$ cat src/rtl/q44_pkg.sv
// Shared types and constants for the Q(IW,FW) sequential multiplier.
package q44_pkg;

   localparam int DEF_IW      = 4;
   localparam int DEF_FW      = 4;
   localparam int DEF_DW      = DEF_IW + DEF_FW;
   localparam int DEF_ROUND_K = 1 << (DEF_FW - 1);

   typedef enum logic [1:0] {
      ST_IDLE = 2'd0,
      ST_RUN  = 2'd1,
      ST_DONE = 2'd2
   } state_t;

   // Half an output LSB in the double-width product (round-half-up constant).
   function automatic int round_const(input int fw);
      return 1 << (fw - 1);
   endfunction

endpackage

$ cat src/rtl/q88_to_q44.sv
// Rounds a Q(2IW,2FW) product to Q(IW,FW) with overflow detect.
// Q44_SEQ_MULT_SAT_EN: saturate to all ones on overflow; otherwise wrap.
module q88_to_q44
   import q44_pkg::*;
#(
   parameter int IW = DEF_IW,
   parameter int FW = DEF_FW
) (
   input  logic [2*(IW+FW)-1:0] acc_i,
   output logic [IW+FW-1:0]     p_o,
   output logic                 ovf_o
);

   localparam int DW  = IW + FW;
   localparam int AW  = 2 * DW;
   localparam int TOP = 2*FW + IW - 1;

   logic [AW-1:0] rnd;
   logic [DW-1:0] wrapped;

   // The largest product plus the rounding constant still fits in AW bits.
   assign rnd     = acc_i + AW'(round_const(FW));
   assign wrapped = rnd[TOP:FW];
   assign ovf_o   = |rnd[AW-1:TOP+1];

`ifdef Q44_SEQ_MULT_SAT_EN
   assign p_o = ovf_o ? {DW{1'b1}} : wrapped;
`else
   assign p_o = wrapped;
`endif

endmodule

$ cat src/rtl/q44_seq_mult.sv
// Shift-add unsigned Q(IW,FW) multiplier, one multiplier bit per cycle, valid/ready ports.
// Q44_SEQ_MULT_SAT_EN selects saturating instead of wrapping output on overflow.
module q44_seq_mult
   import q44_pkg::*;
#(
   parameter int IW = DEF_IW,
   parameter int FW = DEF_FW
) (
   input  logic              clk,
   input  logic              rst_n,
   input  logic              in_valid,
   output logic              in_ready,
   input  logic [IW+FW-1:0]  a,
   input  logic [IW+FW-1:0]  b,
   output logic              out_valid,
   input  logic              out_ready,
   output logic [IW+FW-1:0]  p,
   output logic              ovf
);

   localparam int DW = IW + FW;
   localparam int AW = 2 * DW;
   localparam int CW = $clog2(DW + 1);

   state_t        state_q, state_d;
   logic [AW-1:0] acc_q, acc_d;
   logic [AW-1:0] mcand_q, mcand_d;
   logic [DW-1:0] mplier_q, mplier_d;
   logic [CW-1:0] cnt_q, cnt_d;
   logic [DW-1:0] p_q, p_d;
   logic          ovf_q, ovf_d;

   logic [DW-1:0] rnd_p;
   logic          rnd_ovf;
   logic          accept;
   logic          run_step;
   logic          run_last;
   logic          out_fire;

   assign accept   = (state_q == ST_IDLE) && in_valid;
   assign run_step = (state_q == ST_RUN) && (cnt_q != '0);
   assign run_last = (state_q == ST_RUN) && (cnt_q == '0);
   assign out_fire = (state_q == ST_DONE) && out_ready;

   q88_to_q44 #(
      .IW(IW),
      .FW(FW)
   ) u_round (
      .acc_i (acc_q),
      .p_o   (rnd_p),
      .ovf_o (rnd_ovf)
   );

   always_ff @(posedge clk or negedge rst_n) begin
      if (!rst_n) begin
         state_q <= ST_IDLE;
      end else begin
         state_q <= state_d;
      end
   end

   always_comb begin
      state_d = state_q;
      case (state_q)
         ST_IDLE: if (in_valid) state_d = ST_RUN;
         ST_RUN:  if (cnt_q == '0) state_d = ST_DONE;
         ST_DONE: if (out_ready) state_d = ST_IDLE;
         default: state_d = ST_IDLE;
      endcase
   end

   always_comb begin
      in_ready  = (state_q == ST_IDLE);
      out_valid = (state_q == ST_DONE);
   end

   always_comb begin
      acc_d    = acc_q;
      mcand_d  = mcand_q;
      mplier_d = mplier_q;
      cnt_d    = cnt_q;
      p_d      = p_q;
      ovf_d    = ovf_q;
      if (accept) begin
         acc_d    = '0;
         mcand_d  = {{DW{1'b0}}, a};
         mplier_d = b;
         cnt_d    = CW'(DW);
      end else if (run_step) begin
         if (mplier_q[0]) begin
            acc_d = acc_q + mcand_q;
         end
         mcand_d  = mcand_q << 1;
         mplier_d = mplier_q >> 1;
         cnt_d    = cnt_q - CW'(1);
      end else if (run_last) begin
         // Result is frozen here so p/ovf stay stable for the whole DONE stall.
         p_d   = rnd_p;
         ovf_d = rnd_ovf;
      end
   end

   always_ff @(posedge clk or negedge rst_n) begin
      if (!rst_n) begin
         acc_q    <= '0;
         mcand_q  <= '0;
         mplier_q <= '0;
         cnt_q    <= '0;
         p_q      <= '0;
         ovf_q    <= 1'b0;
      end else begin
         acc_q    <= acc_d;
         mcand_q  <= mcand_d;
         mplier_q <= mplier_d;
         cnt_q    <= cnt_d;
         p_q      <= p_d;
         ovf_q    <= ovf_d;
      end
   end

   assign p   = p_q;
   assign ovf = ovf_q;

   // out_fire is the result handshake; kept explicit for readability of the FSM.
   logic unused_fire;
   assign unused_fire = out_fire;

endmodule

$ cat config.mk
export PLATFORM = sky130hd
export DESIGN_NAME = q44_seq_mult
export DESIGN_NICKNAME = d
export VERILOG_FILES = /design/src/rtl/q44_pkg.sv /design/src/rtl/q88_to_q44.sv /design/src/rtl/q44_seq_mult.sv
export SDC_FILE = /design/constraint.sdc
export NUM_CORES = 1
export LEC_CHECK = 0
export ABC_AREA = 1
export BUFFER_PORTS_ARGS = -buffer_cell sky130_fd_sc_hd__buf_2
export CORE_MARGIN = 1.5
export CORE_UTILIZATION = 30
export DETAILED_ROUTE_END_ITERATION = 16
export SYNTH_ARGS = -nofsm -noshare
export SYNTH_HDL_FRONTEND = slang
export SYNTH_HIERARCHICAL = 1
export SYNTH_SLANG_ARGS = --single-unit
$ cat constraint.sdc
create_clock -name clk -period 2 [get_ports clk]
set_clock_uncertainty 0.05 [all_clocks]
set_input_delay 0.1 -clock clk [delete_from_list [all_inputs] [get_ports clk]]
set_output_delay 0.1 -clock clk [all_outputs]
set_load 0.02 [all_outputs]
======== Yosys cells after proc, flatten, opt, wreduce, memory -nomap -nowiden ========
Cells that the tools add are included.
word-level totals
  output and inout bits ................... 11
  flip-flop bits (word level) ............. 55
operators by class
  $add $sub $neg .......................... 3
  equal/unequal tests ..................... 5
  reduce and logical (&&, ||, !) cells .... 12
  muxes and demuxes ....................... 13
  bitwise gates (word level) .............. 2
operators by type and width
  cell                     number
  $mux W16                 5
  $add A16 B16 Y16         1
  $add A16 B4 Y16 const B  1
  $mux W8                  2
  $mux W4                  2
  $mux W2                  3
  $pmux W2 S3              1
  $reduce_and A3 Y1        2
  $logic_not A4 Y1         1
  $ne A2 B1 Y1 const B     2
  $reduce_bool A2 Y1       2
  $reduce_bool A4 Y1       1
  $reduce_or A4 Y1         1
  $sub A4 B1 Y4 const B    1
  $logic_and A1 B1 Y1      3
  $eq A2 B1 Y1 const B     1
  $eq A2 B2 Y1 const B     1
  $logic_not A2 Y1         1
  $ne A2 B2 Y1 const B     1
  $not A1 Y1               2
  $reduce_and A2 Y1        1

======== Depth between registers and ports, before layout ========
  word-level depth ........................ 4
  mapped depth ............................ 11
  depth with buffers taken out ............ 11

======== Hierarchy ========
The synthesis kept the hierarchy.
modules (own cells, without submodules)
  module        instances  area each (sq um)  seq. area each (sq um)  cells each
  q44_seq_mult  1          3101.7             1376.3                  409
  q88_to_q44    1          292.8              0.0                     55

======== Worst setup path after synthesis ========
Ideal clock, no wire load.
  path kind ............................... reg2reg
  start point ............................. reg acc_q[0]
  end point ............................... reg acc_q[8]
  clock period less this slack ............ 1685 ps
  cell stages (with the launch flop) ...... 11
  buffers on the path ..................... 0
  arrival time ............................ 1559 ps
  slack ................................... 315 ps
  required time ........................... 1874 ps
  path through ............................ dfrtp_1 -> ha_1 -> fa_1 -> nand2_1 -> nand2_1 -> and2_1 -> nand2_1 -> nand3_1 -> nand2_1 -> nand2_1 -> o21ai_1
between the ends
  word-level cells in the longest chain between the ends .. 4
ends and longest elaborated chain
  item                    line                 RTL
  start, declared         q44_seq_mult.sv:26   logic [AW-1:0] acc_q, acc_d;
  start signal, assigned  q44_seq_mult.sv:105  acc_q <= '0;
  start signal, assigned  q44_seq_mult.sv:112  acc_q <= acc_d;
  $add A16 B16 Y16        q44_seq_mult.sv:91   acc_d = acc_q + mcand_q;
  $mux W16                q44_seq_mult.sv:90   if (mplier_q[0]) begin
  $mux W16                q44_seq_mult.sv:89   end else if (run_step) begin
  $mux W16                q44_seq_mult.sv:84   if (accept) begin
No other way between the ends. The select of a mux whose other input is x is not followed.
A chain may end at the register's enable or synchronous reset.

======== Worst setup path in the final report ========
  start point ............................. reg acc_q[8]
  end point ............................... reg acc_q[13]
The elaborated chain is that of the path after synthesis.

==> summary.md <==
| Metric | Value |
|---|---|
| Outcome | `complete, no violations` |
| Later-pin clock latency in the skew report | `0.29 ns` |
| Crit end category | `register` |
| Clock Pin Slew Worst Setup and Hold Paths | `0.07 ns` |
| Post-synthesis instance total | `464` |
| Leakage Power | `roughly 2.1 nW` |
| Place WS | `approximately 0.15 ns` |
| Power Dens Cells | `roughly 1300 mW/mm^2` |
| Clock Tree Root | `clkbuf_16` |
| Fin util | `between 30% and 40%` |
| Yosys reg bits | `55` |
| Sequential share of the synthesized area | `about two fifths` |
| Final period util | `about nine tenths` |
| Fin area | `0.00405 mm^2` |
| Worst slew margin | `a little over half` |
| Antenna violations before repair | `0` |
| Via/cell ratio | `4.63` |
| Core box area | `0.0109 mm^2` |
| Origin of the worst setup path | `acc_q[8]` |
| Final Instance Count excl. Fillers | `roughly 660` |
| Worst Setup Start Kind | `register` |
| Final Worst Setup Slack | `about 0.17 ns` |
| IO Count | `31` |
| Initial core utilization | `between 30% and 40%` |
| GRT Total Usage | `14.2%` |
| TritonRoute pass-1 iters | `4` |
| Hold Violations, Final | `0` |
| Reg2reg start | `acc_q[8]` |
| Post-synthesis instance area | `roughly 0.0034 mm^2` |
| Die width | `~110 um` |
| Worst Hold Class | `in2reg` |
| Placed insts | `634` |
| Port Buffers | `30` |
| WHS | `0.00409 ns` |
| Drt initial violations | `around 180` |
| Worst-Margin Slew | `roughly 0.70 ns` |
| Final setup vio count | `0` |
| Vias in the first global route | `a little under 3000` |
| Slew Viols, Final | `0` |
| Critical Path RT | `2.13 ns` |
| Yosys cell types | `32` |
| # rows | `38` |
| Fin crit period | `about 1.8 ns` |
| DP Area | `0.00372 mm^2` |
| Pin count of the biggest net entering global routing | `56` |
| Vias post-DR | `between 3000 and 4000` |
| Avg Cell Area, Syn | `between 7 and 8 um^2` |
| First-pass GRT wire length | `13.4 mm` |
| Nets | `approximately 560` |
| Critical Path AT | `roughly 2 ns` |
| Htree depth | `2` |
| Num CTS Buffers | `5` |
| Wire per inst | `11.6 um` |
| Remaining antenna violation count | `0` |
| Max_cap viols | `0` |
| Final Total Pwr | `5.39 mW` |
| Max Fclk | `about 550 MHz` |
| Post-Route WL | `between 7 and 8 mm` |
| DIE HEIGHT | `roughly 110 um` |
| Share of cells above drive strength 1 | `a little over an eighth` |
| RD Place Congestion | `between 0.8 and 0.9` |
| Worst hold start | `a[0]` |
| DP HPWL | `between 5 and 6 mm` |
| Post-route setup TNS | `0 ns` |
| Worst VDD drop | `about 0.00056 V` |
| Synthesized Nets | `roughly 500` |
| Total grt overflow | `0` |
| RSZ-0062 raised after global routing | `false` |
| Area grow syn2layout | `19.2%` |
| TritonCTS Sinks | `55` |
| CTS tree | `done` |
| Type of the worst setup path | `reg2reg` |
| Clk buf depth | `2` |
| DRC viols | `0` |
| Crit Path Max Fanout | `5` |
| Diode count | `0` |
| Die area | `around 0.012 mm^2` |
| Yosys warning count | `6` |
-- cells by family after synthesis --
family	Yosys count	synth area share, %
simple gates	260	32.8
flops	55	40.5
xor+xnor	10	2.58
compound gates	50	8.48
buf+inv	71	8.74
fa+ha+maj	18	6.86
-- sequential cells by signal, summed over array words and instances (netlist names) --
register,count
cnt_q,4
p,8
state_q,2
mcand_q,16
ovf,1
mplier_q,8
acc_q,16
-- Yosys cell counts --
master,instances,area (um^2)
nor2_4,1,11.3
o21ai_0,16,80.1
buf_4,3,22.5
buf_6,2,22.5
nand3_2,2,20.0
o31ai_1,1,7.51
xnor2_1,4,35.0
nand2_1,171,642
nor2_1,21,78.8
or2_2,1,6.26
o21ai_1,4,20.0
clkbuf_1,1,3.75
a21oi_1,17,85.1
o311ai_0,1,8.76
inv_2,6,22.5
ha_1,17,213
o22ai_1,7,43.8
buf_2,3,15.0
and2_1,1,6.26
a22o_1,3,26.3
nand3_1,33,165
nor2_2,6,37.5
nand2_2,3,18.8
nor3_1,10,50.1
dfrtp_1,55,1380
fa_1,1,20.0
inv_1,56,210
nand4_1,3,18.8
or2_1,1,6.26
nand3b_1,7,52.6
xor2_1,6,52.6
a21oi_4,1,16.3
-- metal layers --
layer	track usage [%]	vias up	share of wire, %
li1	-	1589	-
met5	0	-	0
met2	24.2	64	46
met4	3.15	0	0.94
met3	2.43	4	4.8
met1	18.8	1394	48
-- critical path, cell delays in order (launching register included) --
cell and delay, ns:
dfrtp_1 0.46, ha_2 0.42, nand2_1 0.07, inv_1 0.10, nand2_1 0.09, nor3_1 0.16
nand2_1 0.12, nand2_1 0.08, nand2_1 0.04, nand3_1 0.09, nand2_1 0.06
-- final timing paths --
check | slack, ns | depth (start not counted) | to
setup / recovery | 0.17 | 10 | acc_q[13]
hold / removal | 0.004 | 3 | mcand_q[0]
setup reg to reg | 0.17 | 10 | acc_q[13]
hold reg to reg | 0.42 | 2 | p[0]
max in group asynchronous | 1.01 | 3 | mplier_q[4]
min in group asynchronous | 0.44 | 3 | acc_q[15]
-- power by group --
part           total, mW  switching, mW  internal [mW]
registers           1.87          0.329           1.54
clock network      0.871          0.401          0.469
logic               2.66           1.69          0.967
-- cells in the final DEF, fill, tap and decap left out, drive strengths merged --
| master | synthesis | layout |
|---|---|---|
| nand2 | 174 | 174 |
| inv | 62 | 63 |
| dfrtp | 55 | 55 |
| buf | 8 | 39 |
| nand3 | 35 | 35 |
| nor2 | 28 | 28 |
| o21ai | 20 | 20 |
| a21oi | 18 | 18 |
| dlygate4sd3 | 0 | 17 |
| ha | 17 | 17 |
| nor3 | 10 | 10 |
| o22ai | 7 | 7 |
| nand3b | 7 | 7 |
| xor2 | 6 | 6 |
| clkbuf | 1 | 5 |
| xnor2 | 4 | 4 |
| nand4 | 3 | 3 |
| a22o | 3 | 3 |
| or2 | 2 | 2 |
| clkinv | 0 | 2 |
| and2 | 1 | 1 |
| o311ai | 1 | 1 |
| o31ai | 1 | 1 |
| fa | 1 | 1 |
-- cell type report --
type | instances | area [um^2]
timing repair buffer | 56 | 388
clock inverter | 3 | 22.5
inverter | 62 | 233
fill | 1154 | 6890
tap | 140 | 175
sequential | 55 | 1380
multi-input combinational | 338 | 1730
clock buffer | 5 | 125
-- what timing repair did --
| action | 4_1_cts | 5_1_grt |
|---|---|---|
| setup endpoints to repair | 0 | 3 |
| endpoints found under the hold margin | 71 | 0 |
| hold buffers | 17 | 0 |
| buffers inserted | 0 | 0 |
| gates resized for setup | 0 | 2 |
No activity file was read; power rests on OpenSTA's default activity.
